--- src/rtl/multicycle_control_unit_if.sv ---
// multicycle_control_unit_if
//
// Bundles the signals between the multi-cycle sequencer and the datapath it
// steers. The sequencer uses the master modport. The datapath, or a bench
// standing in for it, uses the slave modport.
//
// Signals:
//   opCode       opcode field from instruction memory (datapath -> sequencer)
//   zero         ALU zero flag                        (datapath -> sequencer)
//   InsMemRW     0 = instruction memory read enabled, 1 = hold
//   IRWre        instruction-register load enable
//   PCWre        PC write enable, one pulse per retired instruction
//   PCSrc        00 = PC+4, 01 = PC+4+(sext(imm)<<2)
//   ALUSrcB      0 = rt data, 1 = extended immediate
//   ALUOp        000 add, 001 sub, 011 or, 100 and
//   ExtSel       0 = zero-extend, 1 = sign-extend
//   RegDst       0 = rt, 1 = rd
//   RegWre       register-file write enable
//   DBDataSrc    0 = ALU result, 1 = data-memory output
//   mRD, mWR     data-memory read / write strobes
//   state        current sequencer state (debug)
//   halted       high while halted
//   instr_count  number of retired instructions (wraps)
interface multicycle_control_unit_if;
    logic [5:0]  opCode;
    logic        zero;
    logic        InsMemRW;
    logic        IRWre;
    logic        PCWre;
    logic [1:0]  PCSrc;
    logic        ALUSrcB;
    logic [2:0]  ALUOp;
    logic        ExtSel;
    logic        RegDst;
    logic        RegWre;
    logic        DBDataSrc;
    logic        mRD;
    logic        mWR;
    logic [3:0]  state;
    logic        halted;
    logic [15:0] instr_count;

    modport master (
        input  opCode, zero,
        output InsMemRW, IRWre, PCWre, PCSrc, ALUSrcB, ALUOp, ExtSel,
               RegDst, RegWre, DBDataSrc, mRD, mWR, state, halted, instr_count
    );

    modport slave (
        output opCode, zero,
        input  InsMemRW, IRWre, PCWre, PCSrc, ALUSrcB, ALUOp, ExtSel,
               RegDst, RegWre, DBDataSrc, mRD, mWR, state, halted, instr_count
    );
endinterface

--- src/rtl/multicycle_control_unit.sv ---
// multicycle_control_unit
//
// Moore sequencer for the multi-cycle MIPS-subset CPU. Each instruction is
// stepped through IF / ID / EXE / MEM / WB. The sequencer drives the PC,
// instruction memory, register file, ALU, data memory and writeback mux
// controls.
//
// Ports:
//   CLK    system clock, rising edge
//   Reset  asynchronous, active-low. Returns the sequencer to IF.
//   bus    multicycle_control_unit_if.master. It carries opCode and zero in,
//          and all control strobes plus the debug state, halted flag and
//          retired-instruction count out.
module multicycle_control_unit (
    input  logic                             CLK,
    input  logic                             Reset,
    multicycle_control_unit_if.master        bus
);

    typedef enum logic [3:0] {
        ST_IF     = 4'd0,
        ST_ID     = 4'd1,
        ST_EXE_AL = 4'd2,
        ST_WB_AL  = 4'd3,
        ST_EXE_BR = 4'd4,
        ST_EXE_LS = 4'd5,
        ST_MEM    = 4'd6,
        ST_WB_LD  = 4'd7,
        ST_HALT   = 4'd8
    } state_t;

    localparam logic [5:0] OP_ADD  = 6'b000000;
    localparam logic [5:0] OP_ADDI = 6'b000001;
    localparam logic [5:0] OP_SUB  = 6'b000010;
    localparam logic [5:0] OP_ORI  = 6'b010000;
    localparam logic [5:0] OP_AND  = 6'b010001;
    localparam logic [5:0] OP_OR   = 6'b010010;
    localparam logic [5:0] OP_MOVE = 6'b100000;
    localparam logic [5:0] OP_SW   = 6'b100110;
    localparam logic [5:0] OP_LW   = 6'b100111;
    localparam logic [5:0] OP_BEQ  = 6'b110000;
    localparam logic [5:0] OP_HALT = 6'b111111;

    state_t      state_q;
    state_t      next_state;
    logic [5:0]  op_q;
    logic [15:0] count_q;

    logic        is_alu;
    logic        is_beq;
    logic        is_mem;
    logic        is_lw;
    logic        is_halt;

    logic        ins_mem_rw;
    logic        ir_wre;
    logic        pc_wre;
    logic [1:0]  pc_src;
    logic        alu_src_b;
    logic [2:0]  alu_op;
    logic        ext_sel;
    logic        reg_dst;
    logic        reg_wre;
    logic        db_data_src;
    logic        m_rd;
    logic        m_wr;
    logic        halted;

    // The opcode is captured as the sequencer leaves IF. After that point the
    // live opCode may change freely, because only op_q is decoded.
    always_ff @(posedge CLK or negedge Reset) begin
        if (!Reset) begin
            state_q <= ST_IF;
            op_q    <= '0;
            count_q <= '0;
        end else begin
            state_q <= next_state;
            if (state_q == ST_IF) begin
                op_q <= bus.opCode;
            end
            if (pc_wre) begin
                count_q <= count_q + 16'd1;
            end
        end
    end

    // Instruction class decode of the latched opcode. An opcode that matches
    // no class is illegal and is retired as a NOP directly from ID.
    always_comb begin
        is_alu  = 1'b0;
        is_beq  = 1'b0;
        is_mem  = 1'b0;
        is_lw   = 1'b0;
        is_halt = 1'b0;
        case (op_q)
            OP_ADD, OP_ADDI, OP_SUB, OP_ORI,
            OP_AND, OP_OR, OP_MOVE:        is_alu  = 1'b1;
            OP_BEQ:                        is_beq  = 1'b1;
            OP_SW:                         is_mem  = 1'b1;
            OP_LW: begin
                is_mem = 1'b1;
                is_lw  = 1'b1;
            end
            OP_HALT:                       is_halt = 1'b1;
            default: ;
        endcase
    end

    // Next state and Moore outputs. Every state that retires an instruction
    // raises pc_wre and returns to IF, so the count advances once per
    // instruction. zero is only looked at in EXE_BR.
    always_comb begin
        next_state  = state_q;
        ins_mem_rw  = 1'b1;
        ir_wre      = 1'b0;
        pc_wre      = 1'b0;
        pc_src      = 2'b00;
        alu_src_b   = 1'b0;
        alu_op      = 3'b000;
        ext_sel     = 1'b0;
        reg_dst     = 1'b0;
        reg_wre     = 1'b0;
        db_data_src = 1'b0;
        m_rd        = 1'b0;
        m_wr        = 1'b0;
        halted      = 1'b0;

        case (state_q)
            ST_IF: begin
                ins_mem_rw = 1'b0;
                ir_wre     = 1'b1;
                next_state = ST_ID;
            end
            ST_ID: begin
                if (is_alu) begin
                    next_state = ST_EXE_AL;
                end else if (is_beq) begin
                    next_state = ST_EXE_BR;
                end else if (is_mem) begin
                    next_state = ST_EXE_LS;
                end else if (is_halt) begin
                    next_state = ST_HALT;
                end else begin
                    pc_wre     = 1'b1;
                    next_state = ST_IF;
                end
            end
            ST_EXE_AL, ST_WB_AL: begin
                // move is executed as add with rt = $0
                case (op_q)
                    OP_SUB:        alu_op = 3'b001;
                    OP_OR, OP_ORI: alu_op = 3'b011;
                    OP_AND:        alu_op = 3'b100;
                    default:       alu_op = 3'b000;
                endcase
                alu_src_b = (op_q == OP_ADDI) || (op_q == OP_ORI);
                ext_sel   = (op_q != OP_ORI);
                reg_dst   = (op_q == OP_ADD) || (op_q == OP_SUB) ||
                            (op_q == OP_AND) || (op_q == OP_OR)  ||
                            (op_q == OP_MOVE);
                if (state_q == ST_WB_AL) begin
                    reg_wre    = 1'b1;
                    pc_wre     = 1'b1;
                    next_state = ST_IF;
                end else begin
                    next_state = ST_WB_AL;
                end
            end
            ST_EXE_BR: begin
                alu_op     = 3'b001;
                ext_sel    = 1'b1;
                pc_wre     = 1'b1;
                pc_src     = bus.zero ? 2'b01 : 2'b00;
                next_state = ST_IF;
            end
            ST_EXE_LS: begin
                alu_src_b  = 1'b1;
                ext_sel    = 1'b1;
                next_state = ST_MEM;
            end
            ST_MEM: begin
                alu_src_b = 1'b1;
                ext_sel   = 1'b1;
                if (is_lw) begin
                    m_rd       = 1'b1;
                    next_state = ST_WB_LD;
                end else begin
                    m_wr       = 1'b1;
                    pc_wre     = 1'b1;
                    next_state = ST_IF;
                end
            end
            ST_WB_LD: begin
                alu_src_b   = 1'b1;
                ext_sel     = 1'b1;
                db_data_src = 1'b1;
                reg_wre     = 1'b1;
                pc_wre      = 1'b1;
                next_state  = ST_IF;
            end
            ST_HALT: begin
                halted     = 1'b1;
                next_state = ST_HALT;
            end
            default: begin
                next_state = ST_IF;
            end
        endcase
    end

    assign bus.InsMemRW    = ins_mem_rw;
    assign bus.IRWre       = ir_wre;
    assign bus.PCWre       = pc_wre;
    assign bus.PCSrc       = pc_src;
    assign bus.ALUSrcB     = alu_src_b;
    assign bus.ALUOp       = alu_op;
    assign bus.ExtSel      = ext_sel;
    assign bus.RegDst      = reg_dst;
    assign bus.RegWre      = reg_wre;
    assign bus.DBDataSrc   = db_data_src;
    assign bus.mRD         = m_rd;
    assign bus.mWR         = m_wr;
    assign bus.state       = state_q;
    assign bus.halted      = halted;
    assign bus.instr_count = count_q;

endmodule

--- src/flat_wrapper.sv ---
// flat-port wrapper written by rule: the top's interface ports become plain ports
module multicycle_control_unit_flat 
  (CLK, Reset, bus_opCode, bus_zero, bus_InsMemRW, bus_IRWre, bus_PCWre, bus_PCSrc, bus_ALUSrcB, bus_ALUOp, bus_ExtSel, bus_RegDst, bus_RegWre, bus_DBDataSrc, bus_mRD, bus_mWR, bus_state, bus_halted, bus_instr_count);
  multicycle_control_unit_if bus_i ();
  input  logic CLK;
  input  logic Reset;
  input wire logic [$bits(bus_i.opCode)-1:0] bus_opCode;
  input wire logic [$bits(bus_i.zero)-1:0] bus_zero;
  output wire logic [$bits(bus_i.InsMemRW)-1:0] bus_InsMemRW;
  output wire logic [$bits(bus_i.IRWre)-1:0] bus_IRWre;
  output wire logic [$bits(bus_i.PCWre)-1:0] bus_PCWre;
  output wire logic [$bits(bus_i.PCSrc)-1:0] bus_PCSrc;
  output wire logic [$bits(bus_i.ALUSrcB)-1:0] bus_ALUSrcB;
  output wire logic [$bits(bus_i.ALUOp)-1:0] bus_ALUOp;
  output wire logic [$bits(bus_i.ExtSel)-1:0] bus_ExtSel;
  output wire logic [$bits(bus_i.RegDst)-1:0] bus_RegDst;
  output wire logic [$bits(bus_i.RegWre)-1:0] bus_RegWre;
  output wire logic [$bits(bus_i.DBDataSrc)-1:0] bus_DBDataSrc;
  output wire logic [$bits(bus_i.mRD)-1:0] bus_mRD;
  output wire logic [$bits(bus_i.mWR)-1:0] bus_mWR;
  output wire logic [$bits(bus_i.state)-1:0] bus_state;
  output wire logic [$bits(bus_i.halted)-1:0] bus_halted;
  output wire logic [$bits(bus_i.instr_count)-1:0] bus_instr_count;
  assign bus_i.opCode = bus_opCode;
  assign bus_i.zero = bus_zero;
  assign bus_InsMemRW = bus_i.InsMemRW;
  assign bus_IRWre = bus_i.IRWre;
  assign bus_PCWre = bus_i.PCWre;
  assign bus_PCSrc = bus_i.PCSrc;
  assign bus_ALUSrcB = bus_i.ALUSrcB;
  assign bus_ALUOp = bus_i.ALUOp;
  assign bus_ExtSel = bus_i.ExtSel;
  assign bus_RegDst = bus_i.RegDst;
  assign bus_RegWre = bus_i.RegWre;
  assign bus_DBDataSrc = bus_i.DBDataSrc;
  assign bus_mRD = bus_i.mRD;
  assign bus_mWR = bus_i.mWR;
  assign bus_state = bus_i.state;
  assign bus_halted = bus_i.halted;
  assign bus_instr_count = bus_i.instr_count;
  multicycle_control_unit u_core (.CLK(CLK), .Reset(Reset), .bus(bus_i));
endmodule
--- config.mk ---
export PLATFORM = sky130hd
export DESIGN_NAME = multicycle_control_unit_flat
export DESIGN_NICKNAME = d
export VERILOG_FILES = /design/src/rtl/multicycle_control_unit_if.sv /design/src/rtl/multicycle_control_unit.sv /design/src/flat_wrapper.sv
export SDC_FILE = /design/constraint.sdc
export NUM_CORES = 1
export LEC_CHECK = 0
export ABC_AREA = 1
export CAP_MARGIN = 10
export CORE_UTILIZATION = 45
export CTS_CLUSTER_DIAMETER = 100
export CTS_CLUSTER_SIZE = 25
export DETAILED_ROUTE_END_ITERATION = 16
export PLACE_DENSITY = 0.75
export SYNTH_ARGS = -nofsm -noshare
export SYNTH_HDL_FRONTEND = slang
export SYNTH_SLANG_ARGS = --single-unit
--- constraint.sdc ---
create_clock -name CLK -period 2.2 [get_ports CLK]
set_clock_uncertainty 0.1 [all_clocks]
set_input_delay 0.22 -clock CLK [delete_from_list [all_inputs] [get_ports CLK]]
set_output_delay 0.22 -clock CLK [all_outputs]
set_load 0.005 [all_outputs]
==> results.md, run 1 <==
* Worst-path clk slew at approximately 90 ps
* Detailed Routing Iterations Pass 1 at 4
* Mapped Area at approximately 1700 um^2
* CP top delay family: buffers and inverters
* Mapped Nets at between 200 and 300
* Final min period at around 2200 ps
* Initial antenna violation count at 0
* Placed Cells at 336
* Routed wl met3 at 121 um
* Gate Count Post-Synth at 244
* Multi-input logic area at 1010 um^2
* Share of cells above drive strength 1 at 0.223
* Fillers at between 300 and 400
* Synth top area share at 0.379
* Status: finished clean
* Largest net degree at the start of global routing at 27
* Die H at roughly 64 um
* CTS Root Cell: clkbuf_8
* Max-slew violation count at 0
* Placed inst area at about 2200 um^2
* Data arrival, critical path at ~1800 ps
* Via count at approximately 1800
* Final-report hold violation count at 0
* Placement Setup Slack at between 150 and 200 ps
* DR top layer: met4
* Final worst slack at 45.1 ps
* Buf+Inv Stages, Crit Path at 3
* Layout area overhead at 44.0%
* Most frequent cells in the layout: 69 x nand2_1, 40 x clkdlybuf4s50_1, 32 x nand3_1
* Post-route cell area at 2470 um^2
* Non-Filler Instances at around 350
* Initial Util at 0.469
* Synth unique cells at 29
* Slowest cell on crit path: clkdlybuf4s50_1
* Register area at around 660 um^2
* Crit path cell chain: nor2_2 > inv_2 > nor3_4 > inv_1 > a21oi_1 > clkdlybuf4s50_1
* Clk_lat worst skew at 280 ps
* Yosys top cell by area: dfrtp_1
* Final #Nets at about 320
* Antenna Violating Nets Remaining at 0
* Wl on met1 at 2130 um
* Worst vdd ir at approximately 0.00060 V
* Crit path kind: register to primary output
* Synth warn at 0
* Average wire per standard cell at approximately 12 um
* CTS tree: yes
* DRC at 0
* Drt initial violations at 76
* Vias per inst at between 5 and 6
* Startpoint Class: register
* Synth area leaders: dfrtp_1 38%, nand2_1 16%, nand3_1 9.9%, inv_1 6.1%, nor2_1 5.7%
* Max Cap Viol at 0
* Req. time, crit path at 1880 ps
* DIE AREA at a little over 4000 um^2
* LEAKAGE at around 1.2 nW
* Fmax at around 0.46 GHz
* Unrepaired setup endpoints after global routing: true
* Gp weighted congestion at around 0.93
* Setup violations, final at 0
* First-pass GRT wire length at approximately 7000 um
* Vias in the first global route at 1609
* H-tree levels at 1
* Gr usage total at 0.217
* Overflow after GRT at 0
* Avg Inst Size Synth at 7.04 um^2
* Die W at 63.8 um
* Most common cell after layout, fill and taps aside: nand2_1
* Cell Rows at 22
* Port bufs at 43
* CP max FO at 4
* Sequential cell area fraction in the yosys report at 0.379
* Worst-case clock buffer depth at 2
* Met2 Wirelength at between 2000 and 2500 um
* Power per cell area at 1110 nW/um^2
* Num CTS Buffers at 3
* HPWL after detailed placement at approximately 3000 um
* Critical Path Sink Type: primary output
* CTS Sinks at 26
* Worst path max stage delay at about 500 ps
* # diodes at 0
* WL final at between 4000 and 5000 um
* Final Cycle Share at 0.979
* Yosys reg bits at 26
* Core area at 3660 um^2
* IO Pins at 45
* Hold crit path type: primary input to asynchronous set/reset pin
* CTS hold repair buffers at 0
[repair_timing]
item	4_1_cts	5_1_grt
setup buffers	4	8
gates cloned	0	1
resized for setup	10	31
setup endpoints to repair	8	10
hold endpoints to repair	0	0
pin swaps	2	13
[state kept, by name (all words and copies together) (netlist names)]
name and flops:
u_core.op_q 6, u_core.bus.instr_count 16, u_core.bus.state 4
[cell usage after synthesis]
library cell and number:
xor2_1 10, nand3b_1 2, or2_2 1, xnor2_1 2, nor3_1 7, clkbuf_1 1
nor2_1 26, dfrtp_1 26, nand2_2 2, o21ai_0 6, clkinv_2 1, nand4_1 3
buf_8 1, inv_2 2, a21oi_1 3, nor2_2 5, buf_6 1, nor3_2 1
nand2_4 2, o211ai_1 1, nand3_2 2, nand2_1 71, buf_4 2, nand3_1 34
conb_1 1, o21bai_1 1, ha_1 1, inv_1 28, a21oi_4 1
[stage by stage]
stage | utilization | hold WS [ps] | power, mW | TNS, ps
2_1_floorplan | - | -176 | 1.62 | 0
3_3_place_gp | 0.603 | 413 | 2.09 | 0
3_5_place_dp | 0.603 | 416 | 2.09 | 0
4_1_cts | 0.634 | 218 | 2.51 | 0
5_1_grt | 0.675 | 229 | 2.94 | -66.4
6_report | 0.675 | 198 | 2.74 | 0
[area by class of cell]
| type | count | share of cell area |
|---|---|---|
| Timing Repair Buffer | 61 | 0.232 |
| Multi-Input combinational cell | 183 | 0.408 |
| Sequential cell | 26 | 0.266 |
| Clock buffer | 4 | 0.0223 |
| Inverter | 31 | 0.0476 |
| Tap cell | 48 | 0.0243 |
[worst reg2reg max path, delay by kind of cell, from the launching register on]
family / cells / cell delay [ps]
adders and majority gates: 1 / 250
buffers and inverters: 1 / 120
DFF: 1 / 430
and+or+nand+nor: 8 / 780
[cell families after synthesis]
kind of cell | Yosys count | share of synthesized area
AND/OR/NAND/NOR | 156 | 0.411
buffers and inverters | 36 | 0.0947
flip-flops | 26 | 0.379
adder cells (fa/ha/maj) | 1 | 0.00729
other | 1 | 0.00218
AO/OA/AOI/OAI | 12 | 0.0445
XOR/XNOR | 12 | 0.0612
[power by group]
part,switching [mW],internal (mW),leakage [nW]
registers,0.208,0.610,0.337
clock network,0.154,0.160,0.0288
logic,0.882,0.722,0.833
total,1.24,1.49,1.20
[layer usage]
| metal | track usage | up-vias |
|---|---|---|
| met1 | 0.320 | 830 |
| li1 | - | 896 |
| met5 | 0 | - |
| met2 | 0.326 | 43 |
| met4 | 0.0824 | 0 |
| met3 | 0.0232 | 5 |
[path summary, 6_finish.rpt]
kind	start	endpoint	slack [ps]	cells after the start
min in group CLK	bus_opCode[2]	u_core.op_q[2]	370	3
setup reg to reg	u_core.bus.instr_count[0]	u_core.bus.instr_count[14]	410	10
hold / removal	Reset	u_core.bus.state[0]	200	2
max in group asynchronous	Reset	u_core.op_q[4]	1540	2
hold reg to reg	u_core.bus.instr_count[13]	u_core.bus.instr_count[13]	450	2
setup / recovery	u_core.bus.state[3]	bus_mWR	50	6
No activity file was read; power rests on OpenSTA's default activity.
==> inputs of run 2 (changes only) <==
--- a/config.mk
+++ b/config.mk
@@ -7,11 +7,12 @@
 export LEC_CHECK = 0
 export ABC_AREA = 1
 export CAP_MARGIN = 10
-export CORE_UTILIZATION = 45
+export CORE_UTILIZATION = 44
 export CTS_CLUSTER_DIAMETER = 100
 export CTS_CLUSTER_SIZE = 25
 export DETAILED_ROUTE_END_ITERATION = 16
-export PLACE_DENSITY = 0.75
+export PLACE_DENSITY = 0.76
+export SKIP_CTS_REPAIR_TIMING = 1
 export SYNTH_ARGS = -nofsm -noshare
 export SYNTH_HDL_FRONTEND = slang
 export SYNTH_SLANG_ARGS = --single-unit
==> constraint.sdc (replaced) <==
create_clock -name CLK -period 1.77 [get_ports CLK]
set_clock_uncertainty 0.1 [all_clocks]
set_input_delay 0.177 -clock CLK [delete_from_list [all_inputs] [get_ports CLK]]
set_output_delay 0.177 -clock CLK [all_outputs]
set_load 0.005 [all_outputs]
==> run 2 against run 1 <==
  * The flow now finishes with violations (negative setup slack)
  * Final area increased by 16%
  * Sequential share of layout area is 3.7 points lower
  * Critical path depth up 2
  * Register-to-register slack lost 380 ps
  * Setup slack got worse by 270 ps
  * Wire length up 28%
  * Hold slack worse by 46 ps
  * Clock power grew 28%
  * Die area is 2.2% higher
  * Utilization increased by 10 points
  * Global-route usage barely moved
  * Total power increased by 53%
  * Critical path type unchanged
  * Critical endpoint is now bus_RegDst
  * Largest cell class unchanged
==> results.md, run 2 (synthesis gave the netlist of run 1 again) <==
* Final min period at about 2000 ps
* Worst vdd ir at 0.00106 V
* Slowest cell on crit path: dfrtp_1
* Vias in the first global route at between 1500 and 2000
* Overflow after GRT at 0
* Critical Path Sink Type: primary output
* First-pass GRT wire length at between 7000 and 8000 um
* Worst-path clk slew at 90 ps
* Initial antenna violation count at 0
* Status: complete, but fails checks
* Final worst slack at -222 ps
* Port bufs at between 40 and 50
* Detailed Routing Iterations Pass 1 at 4
* Reg power frac at 0.228
* Data arrival, critical path at ~1700 ps
* HPWL after detailed placement at ~3200 um
* Overall power at roughly 4.2 mW
* Fmax at about 0.5 GHz
* Antenna Violating Nets Remaining at 0
* Max-slew violation count at 0
* CTS Root Cell: clkbuf_8
* CTS Sinks at 26
* Die H at between 60 and 70 um
* Most common cell on crit path: inv_1
* Final-report hold violation count at 0
* Share of cells above drive strength 1 at 0.349
* LEAKAGE at between 1.5 and 2 nW
* CTS tree: yes
* Crit path cell chain: inv_1 > nor2_1 > nand3_1 > nand3_2 > buf_4 > inv_1 > a21oi_2 > buf_2
* Startpoint Class: register
* Max Cap Viol at 0
* Core area at ~3700 um^2
* Max reg flops at 16
* Gp weighted congestion at 0.876
* H-tree levels at 1
* Post-route cell area at 2860 um^2
* Final core utilization at 0.776
* Most common cell after layout, fill and taps aside: nand2_1
* Placed Cells at around 370
* Clk_lat worst skew at about 280 ps
* Internal Power at 2.34 mW
* Req. time, crit path at around 1500 ps
* Layout area overhead at 66.8%
* Fillers at roughly 250
* Final Cycle Share at 1.13
* Psw at 1.83 mW
* CP max FO at 4
* Vias per inst at around 5
* Non-Filler Instances at between 300 and 400
* Switching share of power at 0.439
* Via count at about 2000
* Largest net degree at the start of global routing at 27
* WL final at approximately 5500 um
* DRC at 0
* Crit path kind: register to primary output
* Cell Rows at 22
* IO Pins at 45
* Logic pwr share at 0.675
* CP top delay family: simple AND/OR/NAND/NOR gates
* Final #Nets at approximately 360
* Initial Util at 0.465
* Hold WS at ~150 ps
* Die W at about 64 um
* Buf+Inv Stages, Crit Path at 4
* Worst path max stage delay at around 450 ps
* Num CTS Buffers at 3
* Gr usage total at 0.217
* Most frequent cells in the layout: 68 x nand2_1, 51 x buf_4, 27 x nand3_1, 27 x clkdlybuf4s50_1, 22 x dfrtp_1
* Failing checks: negative setup slack
* Unrepaired setup endpoints after global routing: true
* Drt initial violations at between 100 and 150
* Placed inst area at 2440 um^2
* Average wire per standard cell at 14.1 um
* Worst-case clock buffer depth at 2
* Clk pwr share at 0.096
* # diodes at 0
* Hold crit path type: primary input to asynchronous set/reset pin
* Setup violations, final at 5
* Power per cell area at 1460 nW/um^2
* DIE AREA at 4160 um^2
-- run 2: power by group through the flow --
stage	combinational [mW]	clock [mW]	sequential, mW
after detailed placement	2.10	0	0.913
after floorplan	1.09	0	0.918
after global placement	2.07	0	0.904
final	2.82	0.403	0.953
after CTS	2.11	0.399	0.900
after global routing	3.04	0.424	0.970
-- run 2: per-stage QoR --
stage / setup TNS [ps] / setup WS, ps
after floorplan: 0 / 211
after CTS: -4800 / -463
after global routing: -1230 / -318
after global placement: -340 / -84.8
after detailed placement: -580 / -151
final: -527 / -222
-- run 2: final timing paths --
| check | from | to | slack, ps | cells after the start |
|---|---|---|---|---|
| max in group asynchronous | Reset | u_core.bus.state[0] | 1140 | 2 |
| setup / recovery | u_core.op_q[1] | bus_RegDst | -220 | 8 |
| hold / removal | Reset | u_core.bus.instr_count[15] | 150 | 2 |
| setup reg to reg | u_core.bus.state[3] | u_core.bus.instr_count[8] | 30 | 11 |
| hold reg to reg | u_core.bus.instr_count[13] | u_core.bus.instr_count[13] | 450 | 2 |
| min in group CLK | bus_opCode[2] | u_core.op_q[2] | 330 | 3 |
-- run 2: layout make-up --
cell class	count	area [um^2]	area share
inverters	31	121	0.0424
well taps	48	60.1	0.0210
clock buffers	4	55.1	0.0192
repair buffers	101	896	0.313
multi-input cells	182	1080	0.376
flip-flops and latches	26	656	0.229
-- run 2: metal layers --
metal  GRT usage  up-vias  routed length [um]
met2       0.343       98                2740
li1            -      968                   -
met1       0.315      935                2250
met3      0.0176       17                 355
met5           0        -                   0
met4      0.0667        0                 170
